**src/rtl/cnn_ctrl_pkg.sv**
```systemverilog
// Shared types and limits for the CNN layer controllers.
// Latency: n/a (declarations only).
// Backpressure: n/a.
package cnn_ctrl_pkg;

  // Largest legal stride exponent; 3 is reserved and rejected at start.
  localparam int STRIDE_LOG2_MAX = 2;

  typedef enum logic [2:0] {
    IDLE   = 3'd0,
    CONFIG = 3'd1,
    CLEAR  = 3'd2,
    RUN    = 3'd3,
    NEXT   = 3'd4,
    DONE   = 3'd5
  } sched_state_e;

endpackage

```
**src/rtl/conv_osize_calc.sv**
```systemverilog
// Output side length of a convolution, ((i_size-k_size)>>stride_log2)+1, with a geometry validity flag.
// Latency: combinational.
// Backpressure: none.
// Ports: i_i_size/i_k_size/i_stride_log2 geometry in; o_o_size result; o_valid geometry legal.
module conv_osize_calc
  import cnn_ctrl_pkg::*;
#(
  parameter int ADDR_WIDTH = 8
) (
  input  logic [ADDR_WIDTH-1:0] i_i_size,
  input  logic [ADDR_WIDTH-1:0] i_k_size,
  input  logic [1:0]            i_stride_log2,
  output logic [ADDR_WIDTH-1:0] o_o_size,
  output logic                  o_valid
);

  logic [ADDR_WIDTH-1:0] diff;

  assign diff     = i_i_size - i_k_size;
  assign o_o_size = (diff >> i_stride_log2) + ADDR_WIDTH'(1);
  // Kernel must be non-empty and fit inside the input; num_ch is checked by the caller.
  assign o_valid  = (i_k_size != '0) && (i_k_size <= i_i_size) &&
                    (i_stride_log2 <= 2'(STRIDE_LOG2_MAX));

endmodule

```
**src/rtl/conv_pass_scheduler.sv**
```systemverilog
// Sequences one coordinate_generator over every input channel of a convolution pass.
// Latency: first o_cg_en in the 3rd cycle after the edge accepting i_start; 2 + 4 cycles per channel minimum.
// Backpressure: none; each channel waits on i_cg_done, i_abort drops the pass the next cycle.
// Ports: i_clk/i_rst, pass config + i_start/i_abort in, o_cg_* generator program/control out,
//        i_cg_done from generator, o_busy/o_done/o_err/o_ch_idx/o_cycle_cnt status out.
// Build option: define CONV_PASS_SCHED_PERF_EN for the saturating busy-cycle counter on o_cycle_cnt.
module conv_pass_scheduler
  import cnn_ctrl_pkg::*;
#(
  parameter int ADDR_WIDTH = 8,
  parameter int CH_WIDTH   = 8
) (
  input  logic                  i_clk,
  input  logic                  i_rst,
  input  logic                  i_start,
  input  logic                  i_abort,
  input  logic [ADDR_WIDTH-1:0] i_i_size,
  input  logic [ADDR_WIDTH-1:0] i_k_size,
  input  logic [1:0]            i_stride_log2,
  input  logic [ADDR_WIDTH-1:0] i_base_addr,
  input  logic [CH_WIDTH-1:0]   i_num_ch,
  output logic                  o_cg_en,
  output logic                  o_cg_reg_clear,
  output logic [ADDR_WIDTH-1:0] o_cg_i_size,
  output logic [ADDR_WIDTH-1:0] o_cg_o_size,
  output logic [ADDR_WIDTH-1:0] o_cg_stride,
  output logic [ADDR_WIDTH-1:0] o_cg_start_addr,
  input  logic                  i_cg_done,
  output logic                  o_busy,
  output logic                  o_done,
  output logic                  o_err,
  output logic [CH_WIDTH-1:0]   o_ch_idx,
  output logic [31:0]           o_cycle_cnt
);

  sched_state_e state_q, state_d;

  logic [ADDR_WIDTH-1:0]   cfg_i_size_q, cfg_k_size_q, cfg_base_q;
  logic [1:0]              cfg_stride_q;
  logic [CH_WIDTH-1:0]     cfg_num_ch_q;
  logic [ADDR_WIDTH-1:0]   cg_i_size_q, cg_o_size_q, cg_stride_q, cg_addr_q;
  logic [CH_WIDTH-1:0]     ch_idx_q;
  logic                    en_q, clr_q, busy_q, done_q, err_q;
  logic                    run_armed_q;

  logic                    is_idle;
  logic [ADDR_WIDTH-1:0]   calc_i_size, calc_k_size, calc_o_size;
  logic [1:0]              calc_stride;
  logic                    calc_valid, cfg_ok, start_acc, last_ch;
  logic [2*ADDR_WIDTH-1:0] plane_sq;

  assign is_idle = (state_q == IDLE);

  // In IDLE the calculator validates the live inputs; afterwards it works on the latched copy.
  assign calc_i_size = is_idle ? i_i_size      : cfg_i_size_q;
  assign calc_k_size = is_idle ? i_k_size      : cfg_k_size_q;
  assign calc_stride = is_idle ? i_stride_log2 : cfg_stride_q;

  conv_osize_calc #(.ADDR_WIDTH(ADDR_WIDTH)) u_osize (
    .i_i_size      (calc_i_size),
    .i_k_size      (calc_k_size),
    .i_stride_log2 (calc_stride),
    .o_o_size      (calc_o_size),
    .o_valid       (calc_valid)
  );

  assign cfg_ok    = calc_valid && (i_num_ch != '0);
  assign start_acc = is_idle && i_start && !i_abort;
  assign last_ch   = (ch_idx_q == cfg_num_ch_q - CH_WIDTH'(1));
  assign plane_sq  = cfg_i_size_q * cfg_i_size_q;

  always_comb begin
    state_d = state_q;
    if (i_abort) begin
      state_d = IDLE;
    end else begin
      case (state_q)
        IDLE:    if (i_start && cfg_ok) state_d = CONFIG;
        CONFIG:  state_d = CLEAR;
        CLEAR:   state_d = RUN;
        // A done left over from the previous channel is ignored in the first RUN cycle.
        RUN:     if (run_armed_q && i_cg_done) state_d = NEXT;
        NEXT:    state_d = last_ch ? DONE : CLEAR;
        DONE:    state_d = IDLE;
        default: state_d = IDLE;
      endcase
    end
  end

  always_ff @(posedge i_clk or posedge i_rst) begin
    if (i_rst) begin
      state_q      <= IDLE;
      cfg_i_size_q <= '0;
      cfg_k_size_q <= '0;
      cfg_stride_q <= '0;
      cfg_base_q   <= '0;
      cfg_num_ch_q <= '0;
      cg_i_size_q  <= '0;
      cg_o_size_q  <= '0;
      cg_stride_q  <= '0;
      cg_addr_q    <= '0;
      ch_idx_q     <= '0;
      en_q         <= 1'b0;
      clr_q        <= 1'b0;
      busy_q       <= 1'b0;
      done_q       <= 1'b0;
      err_q        <= 1'b0;
      run_armed_q  <= 1'b0;
    end else begin
      state_q     <= state_d;
      // Moore outputs registered off the next state so they line up with state_q.
      en_q        <= (state_d == RUN);
      clr_q       <= (state_d == CLEAR);
      busy_q      <= (state_d != IDLE);
      done_q      <= (state_d == DONE);
      err_q       <= start_acc && !cfg_ok;
      run_armed_q <= (state_q == RUN);

      if (start_acc) begin
        cfg_i_size_q <= i_i_size;
        cfg_k_size_q <= i_k_size;
        cfg_stride_q <= i_stride_log2;
        cfg_base_q   <= i_base_addr;
        cfg_num_ch_q <= i_num_ch;
      end

      if (state_q == CONFIG) begin
        cg_i_size_q <= cfg_i_size_q;
        cg_o_size_q <= calc_o_size;
        cg_stride_q <= ADDR_WIDTH'(1) << cfg_stride_q;
        cg_addr_q   <= cfg_base_q;
        ch_idx_q    <= '0;
      end

      if (state_q == NEXT && !i_abort && !last_ch) begin
        ch_idx_q  <= ch_idx_q + CH_WIDTH'(1);
        cg_addr_q <= cg_addr_q + plane_sq[ADDR_WIDTH-1:0];
      end
    end
  end

  assign o_cg_en         = en_q;
  assign o_cg_reg_clear  = clr_q;
  assign o_cg_i_size     = cg_i_size_q;
  assign o_cg_o_size     = cg_o_size_q;
  assign o_cg_stride     = cg_stride_q;
  assign o_cg_start_addr = cg_addr_q;
  assign o_busy          = busy_q;
  assign o_done          = done_q;
  assign o_err           = err_q;
  assign o_ch_idx        = ch_idx_q;

`ifdef CONV_PASS_SCHED_PERF_EN
  logic [31:0] cyc_q;

  always_ff @(posedge i_clk or posedge i_rst) begin
    if (i_rst) begin
      cyc_q <= '0;
    end else if (start_acc && cfg_ok) begin
      cyc_q <= '0;
    end else if (busy_q && (cyc_q != '1)) begin
      cyc_q <= cyc_q + 32'd1;
    end
  end

  assign o_cycle_cnt = cyc_q;
`else
  assign o_cycle_cnt = '0;
`endif

endmodule

```
**config.mk**
```make
export PLATFORM = sky130hd
export DESIGN_NAME = conv_pass_scheduler
export DESIGN_NICKNAME = d
export VERILOG_FILES = /design/src/rtl/cnn_ctrl_pkg.sv /design/src/rtl/conv_osize_calc.sv /design/src/rtl/conv_pass_scheduler.sv
export SDC_FILE = /design/constraint.sdc
export NUM_CORES = 1
export LEC_CHECK = 0
export CAP_MARGIN = 20
export CELL_PAD_IN_SITES_DETAIL_PLACEMENT = 1
export CELL_PAD_IN_SITES_GLOBAL_PLACEMENT = 2
export CORE_ASPECT_RATIO = 0.6
export CORE_MARGIN = 1
export CORE_UTILIZATION = 35
export CTS_CLUSTER_SIZE = 8
export DETAILED_ROUTE_END_ITERATION = 6
export MAX_ROUTING_LAYER = met4
export PLACE_DENSITY_LB_ADDON = 0.1
export REMOVE_ABC_BUFFERS = 1
export SLEW_MARGIN = 40
export SYNTH_ARGS = -nofsm -noshare
export SYNTH_HDL_FRONTEND = slang
export SYNTH_SLANG_ARGS = --single-unit
```
**constraint.sdc**
```tcl
create_clock -name i_clk -period 11.7 [get_ports i_clk]
set_input_delay 1.17 -clock i_clk [delete_from_list [all_inputs] [get_ports i_clk]]
set_output_delay 1.17 -clock i_clk [all_outputs]
set_load 0.02 [all_outputs]
```
==> results of run 1 <==
critical path, cell delays in order:
cell and delay, ps:
clkdlybuf4s50_1 450, mux2_2 280, ha_1 220, fa_1 400, nand2b_1 180, a21oi_1 220
xor2_1 140, a21oi_2 350, mux2i_1 130, ha_1 240, nor3b_1 160, and4_1 200
o31ai_1 220
flip-flops by register name, summed over array words and instances (netlist names):
signal           count
o_cg_o_size          8
o_busy               1
state_q              3
cfg_k_size_q         8
o_cg_en              1
o_cg_start_addr      8
o_cg_stride          4
o_ch_idx             8
run_armed_q          1
cfg_stride_q         2
o_done               1
o_err                1
cfg_i_size_q         8
o_cg_reg_clear       1
o_cg_i_size          8
cfg_base_q           8
cfg_num_ch_q         8
cell families (layout without fill, tap and decap cells):
logic type	Yosys count	count (layout)	share of synthesized area (%)
mux	55	55	10.6
other cells	1	36	0.0662
xor+xnor	26	26	4.02
fa+ha+maj	45	45	12.1
simple gates	174	174	15.8
buf+inv	94	139	9.05
compound gates	105	105	13.5
flops	79	79	34.9
layout by cell type (no fill, tap or decap), types with 3 or more instances in the layout:
cell and n:
dfrtp_1 79, nand2b_1 4, nand2_1 70, xor2_1 10, a31oi_1 6, mux2_2 39, clkdlybuf4s50_1 79, nand3b_1 4
ha_1 29, nor2b_1 5, o21a_1 3, a21oi_2 3, inv_1 36, xnor2_1 16, o31ai_1 4, clkbuf_16 9
o21ai_0 16, nor3_1 9, conb_1 36, nor2_1 21, a22o_1 5, nand3_1 15, and3_1 6, nor4_1 5
a211oi_1 5, and4_1 3, buf_4 4, a21o_1 12, a21oi_1 22, mux2i_1 15, and2_1 10, fa_1 16
a211o_1 6, clkinvlp_4 5
layer usage:
metal | track usage (%) | part of all wire (%) | wire [um]
met2 | 28.7 | 41 | 6230
met4 | 3.85 | 0.71 | 109
met5 | - | 0 | 0
met3 | 3.14 | 4.1 | 625
met1 | 29.1 | 55 | 8340
layout make-up:
class | instances | share of cell area [%]
Sequential cell | 79 | 28.9
Multi-Input combinational cell | 441 | 48.7
Clock inverter | 7 | 0.805
Tap cell | 203 | 3.71
Timing Repair Buffer | 86 | 12.6
Inverter | 37 | 2.05
Clock buffer | 9 | 3.29
path summary, 6_finish.rpt:
check	to	slack, ps	cells after the start
setup / recovery	o_cg_o_size[6]	7590	13
hold / removal	o_cg_stride[1]	470	2
setup reg to reg	o_cg_start_addr[7]	7660	16
hold reg to reg	o_cg_stride[1]	470	2
max in group asynchronous	o_cg_stride[0]	9700	3
min in group asynchronous	state_q[2]	1130	2
stage by stage:
step / hold WS, ps / worst slack, ps / instances / area, um^2 / utilization (%)
2_1_floorplan: 453 / 7400 / 557 / 5420 / -
3_3_place_gp: 454 / 7300 / 844 / 6520 / 41.8
3_5_place_dp: 463 / 7200 / 846 / 6550 / 42.0
4_1_cts: 478 / 7560 / 862 / 6830 / 43.8
5_1_grt: 498 / 7360 / 862 / 6840 / 43.9
6_report: 467 / 7590 / 862 / 6840 / 43.9
==> flow_metrics.tcl, run 1 <==
set metrics [dict create \
    drtIter0Drc 237 \
    cts_max_path_buffers 2 \
    syn_area_per_cell_um2 9.78 \
    ys_seq_elements 79 \
    start_util_pct 36.3 \
    critPathLaunch "i_k_size[0]" \
    violations "design-rule violations" \
    cts_hold_buffers 0 \
    drc_errors 10 \
    rows 35 \
    ys_seq_area_share_pct 34.9 \
    die_area_um2 16700 \
    fin_crit_sh_pct 35.1 \
    nets 738 \
    wl_per_cell_um 17.8 \
    yosysWarnings 0 \
    multi_input_area_um2 3330 \
    gp_congestion 0.839 \
    slew_viol_final 0 \
    ys_types 69 \
    hold_viol 0 \
    end_kind "flop" \
    synth_edf_count 0 \
    synth_top_area_share_pct 34.9 \
    cts_tree "yes" \
    hpwl_um 11800 \
    setup.worst_path.start_class "input pin" \
    fill_cells 1782 \
    antennaDiodeCount 0 \
    fin_worst_skew_ps 7.98 \
    grt_max_degree 60 \
    die_w_um 166 \
    drv_cap 0 \
    firstDrtPassIters 7 \
    worstPathRequired_ps 11950 \
    final_layout_size_suffix_gt1_share_pct 13.5 \
    ant_nets 0 \
    tns_ps 0 \
    netlist_top_cells_count "79 x dfrtp_1, 70 x nand2_1, 39 x buf_4, 39 x mux2_2, 37 x inv_1" \
    clk-insertion-delay-late_ps 350 \
    worst-endpoint-arrival_ps 4370 \
    viasPerCell 5.09 \
    portBuffers 79 \
    cts.reportedPaths.clkPinSlew_ps 70 \
    wl_um 15300 \
    min_period_ps 4110 \
    grtUsageTotal_pct 19.8 \
    critical_path_class "input pin to flop" \
    vias 4390 \
    synth_most_common_cell "dfrtp_1" \
    antenna_found_initial 0 \
    seq_area_um2 1980 \
    hp-start "o_cg_stride[1]" \
    setup-violations-final 0 \
    ys_async_sr_fraction_pct 100 \
    cts_buffers 9 \
    max_freq_mhz 243 \
    first_global_vias 4416 \
    ys.flop_type "dfrtp_1" \
    crit_fanout 6 \
    syn_to_final_growth_pct 20.8 \
    core_um2 15600 \
    synth_area_um2 5670 \
    rsz0062_at_grt "false" \
    grt_pass1_wl_um 24500 \
    synth.largest_area_cell "dfrtp_1" \
    cts_setup_buffers 0 \
    cts_repair_resize_count 0 \
    ctsHtreeMaxLevel 3 \
    yosys-top-cells-area "dfrtp_1 35%, mux2_2 7.8%, ha_1 6.4%" \
    grt_overflow 0 \
    cts_sinks 79 \
    r2r-start "cfg_i_size_q[1]" \
    netlist_instances 579 \
    pin_count 116 \
    die_y_um 101 \
    clockRootBuffer "clkbuf_16" \
    hold_path.class "flop to flop" \
    status "finished, violations left" \
    worst_pin_slew_ps 702 \
    relSlewSlack_pct 52.8 \
]
Power of run 1 is not shown: default switching activity piles up to over one toggle a cycle in this logic, so the estimate is an artifact.
==> run 2: changes to the inputs <==
- CORE_UTILIZATION: 35 -> 32
- clock period: 11.7 -> 3.8 ns (I/O delays scaled with it)
==> flow_metrics.tcl, run 2 (synthesis results as in run 1) <==
set metrics [dict create \
    status "completed" \
    portBuffers 79 \
    grt_pass1_wl_um 27900 \
    drv_cap 0 \
    pin_count 116 \
    hpwl_um 13200 \
    layout_common_cells "79 x clkdlybuf4s50_1, 76 x dfrtp_1, 68 x nand2_1, 51 x buf_4, 39 x mux2_2" \
    final_common_cell "clkdlybuf4s50_1" \
    cts_tree "yes" \
    slowest_delay_ps 580 \
    cp.depth 17 \
    syn_to_final_growth_pct 30.7 \
    worst_pin_slew_ps 650 \
    rows 37 \
    rrSetupSlack_ps 60 \
    nets 783 \
    cts_max_path_buffers 2 \
    cp-endpoint "o_cg_start_addr[7]" \
    grt_max_degree 37 \
    relSlewSlack_pct 55.4 \
    grt_overflow 0 \
    reg2reg_depth 17 \
    setup.worst_path.start_class "flop" \
    stdcell_area_um2 7400 \
    start_util_pct 32.9 \
    die_area_um2 18300 \
    antenna_found_initial 0 \
    crit_fanout 5 \
    die_w_um 174 \
    ctsHtreeMaxLevel 3 \
    worstPathRequired_ps 4070 \
    clockRootBuffer "clkbuf_16" \
    crit_top_cell "inv_2" \
    tns_ps 0 \
    firstDrtPassIters 4 \
    wl_um 17100 \
    cts_hold_buffers 0 \
    slew_viol_final 0 \
    grtUsageTotal_pct 20.7 \
    critPathTopFamily "adder cells" \
    antennaDiodeCount 0 \
    placed_cell_area_um2 6870 \
    wl_per_cell_um 18.3 \
    place_ws_ps -111 \
    rsz0062_at_grt "true" \
    final_layout_size_suffix_gt1_share_pct 23.5 \
    clk-insertion-delay-late_ps 350 \
    fin_worst_skew_ps 9.19 \
    r2r_end "o_cg_start_addr[7]" \
    core_um2 17200 \
    setup-violations-final 0 \
    min_period_ps 3740 \
    drtIter0Drc 211 \
    r2r-start "cfg_i_size_q[0]" \
    max_freq_mhz 267 \
    worst-endpoint-arrival_ps 4010 \
    finalWorstSetupSlack_ps 55.1 \
    die_y_um 105 \
    gp_congestion 0.845 \
    hold_path.class "input pin to async pin" \
    slowest_stage "fa_1" \
    end_kind "flop" \
    hold_viol 0 \
    fin_crit_sh_pct 98.5 \
    path_cells "and2_4, fa_1, ha_4, ha_4, inv_2, fa_1, inv_1, ha_2, inv_2, fa_2, inv_2, a21o_1, a21oi_2, xnor2_1, xnor2_1, nor2_1, a31oi_1" \
    cts.reportedPaths.clkPinSlew_ps 60 \
    drc_errors 0 \
    cts_sinks 79 \
    cp.buffers_inverters 4 \
    critPathLaunch "cfg_i_size_q[0]" \
    critical_path_class "flop to flop" \
    first_global_vias 4803 \
    vias 4593 \
    cts_buffers 9 \
    ant_nets 0 \
    viasPerCell 4.90 \
]
run 2: worst min path at each step:
stage	start	to	slack, ps	depth (start not counted)
2_1_floorplan	i_abort	state_q[0]	440	1
3_3_place_gp	o_cg_stride[1]	o_cg_stride[1]	450	2
3_5_place_dp	o_cg_i_size[0]	o_cg_i_size[0]	460	2
4_1_cts	i_rst	o_busy	350	2
5_1_grt	i_rst	o_busy	400	2
6_report	i_rst	o_busy	340	2
run 2: layer usage:
layer,track usage [%],part of all wire [%],vias up
li1,-,-,2195
met2,25.8,38,110
met5,-,0,-
met1,32.1,56,2272
met4,6.08,1.4,0
met3,4.26,4.5,16
run 2: cell type report:
class	count	area [um^2]
clock buffer	12	246
clock inverter	3	43.8
fill	1953	9820
inverter	37	140
multi-input combinational	441	3500
sequential	79	1980
tap	234	293
timing repair buffer	131	1190
run 2: timing repair:
item,4_1_cts,5_1_grt
pin swaps,6,19
setup buffers,2,5
resized for setup,8,35
endpoints found under the hold margin,0,0
endpoints found under the setup margin,2,6
gates cloned,0,0
run 2: metrics by stage:
step	hold slack, ps	std cells	utilization, %
6_report	342	937	43.0
5_1_grt	395	937	43.0
4_1_cts	352	932	41.8
3_5_place_dp	462	915	39.9
3_3_place_gp	451	915	39.9
2_1_floorplan	443	557	-
run 2: worst reg2reg max path: cells and delay by family (launching register included):
kind	cells	cell delay, ps
AOI/OAI and AO/OA	3	340
xor gates and xnor gates	2	340
adders and majority gates	6	2080
buffers and inverters	4	210
DFF	1	450
and+or+nand+nor	2	240
Power of run 2 is left out for the same reason.
